**config.mk**
```make
export PLATFORM = sky130hd
export DESIGN_NAME = execute_multdiv_flat
export DESIGN_NICKNAME = d
export VERILOG_FILES = /design/src/rtl/execute_multdiv_if.sv /design/src/rtl/execute_multdiv.sv /design/src/flat_wrapper.sv
export SDC_FILE = /design/constraint.sdc
export NUM_CORES = 1
export LEC_CHECK = 0
export CORE_MARGIN = 2
export CORE_UTILIZATION = 55
export CTS_BUF_LIST = sky130_fd_sc_hd__clkbuf_16
export CTS_CLUSTER_SIZE = 16
export DETAILED_ROUTE_END_ITERATION = 8
export GPL_ROUTABILITY_DRIVEN = 0
export PLACE_DENSITY = 0.73
export SLEW_MARGIN = 25
export SYNTH_ARGS = -nofsm -noshare
export SYNTH_HDL_FRONTEND = slang
export SYNTH_SLANG_ARGS = --single-unit
export TNS_END_PERCENT = 50
```
**constraint.sdc**
```tcl
create_clock -name clock -period 6.4 [get_ports clock]
set_clock_uncertainty 0.15 [all_clocks]
set_input_delay 1.28 -clock clock [delete_from_list [all_inputs] [get_ports clock]]
set_output_delay 1.28 -clock clock [all_outputs]
set_load 0.02 [all_outputs]
```
**src/rtl/execute_multdiv_if.sv**
```systemverilog
// Operand/request and result/status bundle between the execute-stage pipeline
// registers and the iterative multiply/divide unit.
interface execute_multdiv_if;
    logic        ctrl_MULT;
    logic        ctrl_DIV;
    logic [31:0] data_operandA;
    logic [31:0] data_operandB;
    logic [31:0] data_result;
    logic        data_exception;
    logic        data_resultRDY;
    logic        busy;

    modport master (
        output ctrl_MULT, ctrl_DIV, data_operandA, data_operandB,
        input  data_result, data_exception, data_resultRDY, busy
    );

    modport slave (
        input  ctrl_MULT, ctrl_DIV, data_operandA, data_operandB,
        output data_result, data_exception, data_resultRDY, busy
    );
endinterface

```
**src/rtl/execute_multdiv.sv**
```systemverilog
// Iterative signed 32-bit multiply (radix-2 Booth) / divide (restoring) unit;
// 32 steps per operation, registered result, one-cycle ready strobe.
//
// state | meaning
// IDLE  | waiting for a request, result held
// MULT  | Booth step per edge, busy
// DIV   | restoring divide step per edge, busy
// DONE  | result just written, ready strobe, may accept a new request
module execute_multdiv (
    input  logic               clock,
    input  logic               reset,
    execute_multdiv_if.slave   bus
);
    typedef enum logic [1:0] {IDLE, MULT, DIV, DONE} state_t;

    state_t      state;
    logic [5:0]  count;
    logic [32:0] acc;
    logic [31:0] q;
    logic        q_m1;
    logic [32:0] opb;
    logic        div_neg;
    logic        div_zero;
    logic        div_ovf;

    // acc/q are the Booth product register for MULT and remainder/quotient for DIV;
    // opb is the sign-extended multiplicand or the divisor magnitude.
    logic [32:0] booth_sum;
    logic [32:0] booth_next_acc;
    logic [31:0] booth_next_q;
    logic [32:0] mult_hi;
    logic [32:0] div_shift;
    logic [33:0] div_diff;
    logic        div_take;
    logic [32:0] div_next_rem;
    logic [31:0] div_next_q;
    logic [31:0] div_quot;

    function automatic logic [31:0] magnitude(input logic [31:0] v);
        return v[31] ? (~v + 32'd1) : v;
    endfunction

    always_comb begin
        booth_sum = acc;
        case ({q[0], q_m1})
            2'b01:   booth_sum = acc + opb;
            2'b10:   booth_sum = acc - opb;
            default: booth_sum = acc;
        endcase
    end

    assign booth_next_acc = {booth_sum[32], booth_sum[32:1]};
    assign booth_next_q   = {booth_sum[0], q[31:1]};
    assign mult_hi        = {booth_next_acc[31:0], booth_next_q[31]};

    assign div_shift    = {acc[31:0], q[31]};
    assign div_diff     = {1'b0, div_shift} - {1'b0, opb};
    assign div_take     = ~div_diff[33];
    assign div_next_rem = div_take ? div_diff[32:0] : div_shift;
    assign div_next_q   = {q[30:0], div_take};
    assign div_quot     = div_neg ? (~div_next_q + 32'd1) : div_next_q;

    always_ff @(posedge clock or negedge reset) begin
        if (!reset) begin
            state              <= IDLE;
            count              <= 6'd0;
            acc                <= 33'd0;
            q                  <= 32'd0;
            q_m1               <= 1'b0;
            opb                <= 33'd0;
            div_neg            <= 1'b0;
            div_zero           <= 1'b0;
            div_ovf            <= 1'b0;
            bus.data_result    <= 32'd0;
            bus.data_exception <= 1'b0;
            bus.data_resultRDY <= 1'b0;
            bus.busy           <= 1'b0;
        end else begin
            bus.data_resultRDY <= 1'b0;
            case (state)
                IDLE, DONE: begin
                    if (bus.ctrl_MULT) begin
                        state    <= MULT;
                        bus.busy <= 1'b1;
                        count    <= 6'd0;
                        acc      <= 33'd0;
                        q        <= bus.data_operandB;
                        q_m1     <= 1'b0;
                        opb      <= {bus.data_operandA[31], bus.data_operandA};
                    end else if (bus.ctrl_DIV) begin
                        state    <= DIV;
                        bus.busy <= 1'b1;
                        count    <= 6'd0;
                        acc      <= 33'd0;
                        q        <= magnitude(bus.data_operandA);
                        q_m1     <= 1'b0;
                        opb      <= {1'b0, magnitude(bus.data_operandB)};
                        div_neg  <= bus.data_operandA[31] ^ bus.data_operandB[31];
                        div_zero <= (bus.data_operandB == 32'd0);
                        div_ovf  <= (bus.data_operandA == 32'h8000_0000) &&
                                    (bus.data_operandB == 32'hFFFF_FFFF);
                    end else begin
                        state    <= IDLE;
                        bus.busy <= 1'b0;
                    end
                end
                MULT: begin
                    acc   <= booth_next_acc;
                    q     <= booth_next_q;
                    q_m1  <= q[0];
                    count <= count + 6'd1;
                    if (count == 6'd31) begin
                        state              <= DONE;
                        bus.busy           <= 1'b0;
                        bus.data_resultRDY <= 1'b1;
                        bus.data_result    <= booth_next_q;
                        bus.data_exception <= !((&mult_hi) || (~|mult_hi));
                    end
                end
                DIV: begin
                    acc   <= div_next_rem;
                    q     <= div_next_q;
                    count <= count + 6'd1;
                    if (count == 6'd31) begin
                        state              <= DONE;
                        bus.busy           <= 1'b0;
                        bus.data_resultRDY <= 1'b1;
                        bus.data_result    <= div_zero ? 32'd0 : div_quot;
                        bus.data_exception <= div_zero | div_ovf;
                    end
                end
                default: begin
                    state    <= IDLE;
                    bus.busy <= 1'b0;
                end
            endcase
        end
    end
endmodule

```
**src/flat_wrapper.sv**
```systemverilog
// flat-port wrapper written by rule: the top's interface ports become plain ports
module execute_multdiv_flat 
  (clock, reset, bus_ctrl_MULT, bus_ctrl_DIV, bus_data_operandA, bus_data_operandB, bus_data_result, bus_data_exception, bus_data_resultRDY, bus_busy);
  execute_multdiv_if bus_i ();
  input  logic clock;
  input  logic reset;
  input wire logic [$bits(bus_i.ctrl_MULT)-1:0] bus_ctrl_MULT;
  input wire logic [$bits(bus_i.ctrl_DIV)-1:0] bus_ctrl_DIV;
  input wire logic [$bits(bus_i.data_operandA)-1:0] bus_data_operandA;
  input wire logic [$bits(bus_i.data_operandB)-1:0] bus_data_operandB;
  output wire logic [$bits(bus_i.data_result)-1:0] bus_data_result;
  output wire logic [$bits(bus_i.data_exception)-1:0] bus_data_exception;
  output wire logic [$bits(bus_i.data_resultRDY)-1:0] bus_data_resultRDY;
  output wire logic [$bits(bus_i.busy)-1:0] bus_busy;
  assign bus_i.ctrl_MULT = bus_ctrl_MULT;
  assign bus_i.ctrl_DIV = bus_ctrl_DIV;
  assign bus_i.data_operandA = bus_data_operandA;
  assign bus_i.data_operandB = bus_data_operandB;
  assign bus_data_result = bus_i.data_result;
  assign bus_data_exception = bus_i.data_exception;
  assign bus_data_resultRDY = bus_i.data_resultRDY;
  assign bus_busy = bus_i.busy;
  execute_multdiv u_core (.clock(clock), .reset(reset), .bus(bus_i));
endmodule
```
==> qor.csv <==
stage,metric,value,unit
run_status,status,completed,
worst_setup_path,R2R cell count,18,
detailed_routing,post-route ant nets,0,
floorplan,Initial Util,0.5562,
floorplan,Die Area,26530,sq um
logic_synthesis,top-count cell post-synth,nand2_1,
sta,hold slack,328.1,ps
floorplan,CORE AREA,24960,sq um
sta,Final min period,5922,ps
logic_synthesis,cells after synthesis,1801,
hold_path,worst min-delay path class,reg -> reg,
detailed_routing,Avg Vias per Cell,6.656,
worst_setup_path,start of the worst register-to-register path,u_core.opb[1],
logic_synthesis,register area share after synthesis,0.2613,
worst_setup_path,worst flop-to-flop path endpoint,u_core.bus.data_exception,
sta,actual slew at the worst max-slew pin,940.6,ps
clock_network,CTS tree,built,
worst_setup_path,crit-path max FO,9,
detailed_routing,Routed Wire Length,45960,um
finish,FILL cells,2296,
logic_synthesis,Synth top area share,0.2613,
worst_setup_path,Worst R2R Setup Slack,480,ps
finish,fin nets,1973,
finish,layout cells sized above 1,0.04560,
global_routing,total gr overflow,0,
global_routing,vias in the first global route,13040,
power,VDD IR max,330.0,uV
hold_path,hold path endpoint,u_core.count[5],
sta,Final setup viols,0,
sta,relative slew slack,0.3650,
hold_path,Hold Path Depth,1,
global_routing,first-pass GRT wire length,71430,um
logic_synthesis,"Async S/R FF share, synth",1.000,
worst_setup_path,WP data required,6580,ps
sta,Final Hold Viols,0,
logic_synthesis,cell accounting for the most synthesized area,dfrtp_1,
detailed_routing,wire per inst,21.16,um
clock_network,clk_lat worst skew,440,ps
detailed_routing,Pre-antenna DRT Iters,9,
logic_synthesis,Syn Area/Cell,7.710,sq um
global_routing,largest net degree at the start of global routing,99,
logic_synthesis,syn nets,1945,
clock_network,Clock Tree Buf Depth,2,
logic_synthesis,synth cell count leaders,"nand2_1, o21ai_0, dfrtp_1",
run,max-cap violations,0,
detailed_routing,Via Count,14460,
worst_setup_path,Worst setup EP type,flop,
sta,period utilization,0.9253,
sta,Max Slew Vio Count,0,
logic_synthesis,Synthesis Warnings,0,
clock_network,Root Buffer,clkbuf_16,
clock_network,clock-pin slew on the worst setup and hold paths,70,ps
global_routing,initial antenna violation count,3,
finish,Post-Layout Cell Count,2172,
finish,Layout area overhead,12.70,%
clock_network,"Hold-fix buffers, CTS",0,
power,Leakage,6.418,nW
sta,setup TNS,0,ps
finish,diode count,0,
detailed_routing,# DRC,0,
sta,RSZ-0062 raised after global routing,no,
power,pwr dens,573.4,nW/um^2
placement,DP Wirelength,33380,um
worst_setup_path,startpoint types,flop,
worst_setup_path,CP arrival,6110,ps
placement,dpl ws,398.9,ps
floorplan,row cnt,58,
global_routing,total track usage,0.3400,
logic_synthesis,main flop type after synthesis,dfrtp_1,
sta,setup ws final,478.1,ps
clock_network,Inserted Clock Buffers,17,
power,final total power,8.972,mW
finish,sequential standard cell area,3630,sq um
logic_synthesis,flop and latch count out of synthesis,145,
logic_synthesis,Synth Cell Area,13890,sq um
worst_setup_path,critical path class,reg -> reg,
placement,Post-Place Cells,2140,
floorplan,Ports,103,
placement,Port Buf Inserts,102,
floorplan,Die W,162.9,um
finish,multi-input logic area,9614,sq um
sta,Peak Freq,0.1689,GHz
hold_path,min-delay src,u_core.count[5],
clock_network,clk sinks,145,
logic_synthesis,post-synth cell types,80,
logic_synthesis,top post-synthesis cells by area,"dfrtp_1, o21ai_0, ha_1, nand2_1, xnor2_1",
logic_synthesis,number of synthesized flops with an enable pin,0,
floorplan,Die H,162.9,um
clock_network,htree depth,4,
detailed_routing,First DRT Iteration DRCs,1682,
[through the flow]
step,util,cell area [sq um]
after floorplan,-,13890
after global placement,0.6036,15070
after detailed placement,0.6037,15070
after CTS,0.6265,15640
after global routing,0.6269,15650
final,0.6269,15650
[critical path: stages, from the launching register on]
cell and delay, ps:
dfrtp_1 380, inv_1 170, nand4_1 160, nor3_2 340
nand3_1 140, nor2_1 340, a21oi_1 250, xnor2_1 200
ha_1 400, nor2b_1 180, o21a_1 160, or3_1 370
or3_1 350, a31o_1 240, or4_1 500, or4_1 530
or4_1 480, o41ai_1 290, o21ba_1 180
[flip-flops by register name, summed over array words and instances, names as in the netlist, 2 cells and up]
register	flops
u_core.count	6
u_core.acc	33
u_core.q	32
u_core.opb	33
u_core.bus.data_result	32
u_core.state	2
[cells in the final DEF (no fill, tap or decap), types with 18 or more instances in the layout]
| cell | count |
|---|---|
| nand2_1 | 240 |
| o21ai_0 | 201 |
| dfrtp_1 | 144 |
| a21oi_1 | 130 |
| clkdlybuf4s50_1 | 100 |
| xnor2_1 | 92 |
| nor2_1 | 80 |
| ha_1 | 72 |
| inv_1 | 68 |
| xor2_1 | 68 |
| nor2b_1 | 32 |
| nand3_1 | 30 |
| nor3b_1 | 29 |
| or4_1 | 26 |
| a222oi_1 | 26 |
| o31ai_1 | 25 |
| a21o_1 | 23 |
| nor4_1 | 23 |
| a31oi_1 | 23 |
| nor3_1 | 21 |
| o211ai_1 | 20 |
| buf_4 | 20 |
| nand2b_1 | 19 |
| nand4_1 | 19 |
| a22oi_1 | 19 |
| o41ai_1 | 18 |
[worst max-delay path by stage]
stage                                      to  cells after the start  slack [ps]           from
floorplan           u_core.bus.data_exception                     19        1060  u_core.opb[1]
global placement    u_core.bus.data_exception                     18         580  u_core.opb[1]
detailed placement  u_core.bus.data_exception                     18         400  u_core.opb[1]
CTS                 u_core.bus.data_exception                     18         390  u_core.opb[1]
global route        u_core.bus.data_exception                     18         140  u_core.opb[1]
finish              u_core.bus.data_exception                     18         480  u_core.opb[1]
[layout make-up]
cell class	count	share of cell area
clock buffer	17	0.02718
clock inverter	15	0.009195
inverter	68	0.01631
multi-input combinational	1475	0.6144
sequential	145	0.2319
tap	330	0.02639
timing repair buffer	122	0.07460
[where the power goes]
| part | total, mW | switching, mW | internal [mW] |
|---|---|---|---|
| Clock | 1.01 | 0.435 | 0.570 |
| Sequential | 1.75 | 0.478 | 1.27 |
| Combinational | 6.21 | 3.86 | 2.36 |
| Total | 8.97 | 4.77 | 4.20 |
[what timing repair did]
action	in CTS	in global routing
buffers inserted	0	0
gates resized for setup	0	1
endpoints found under the setup margin	0	1
[routing by layer]
layer  GRT usage  vias up  part of all wire
li1            -     6736                 -
met1      0.4809     6857              0.44
met2      0.5341      740              0.45
met3     0.04736      121             0.078
met4      0.1154        2             0.033
met5           0        -           0.00028
[kinds of logic after synthesis]
| group | after synthesis | synth area share |
|---|---|---|
| AOI/OAI and AO/OA | 629 | 0.2946 |
| and+or+nand+nor | 593 | 0.2120 |
| buffers and inverters | 181 | 0.04920 |
| xor gates and xnor gates | 160 | 0.1009 |
| DFF | 145 | 0.2613 |
| adders and majority gates | 76 | 0.06956 |
| muxes | 17 | 0.01234 |
(Power assumes the default switching activity.)
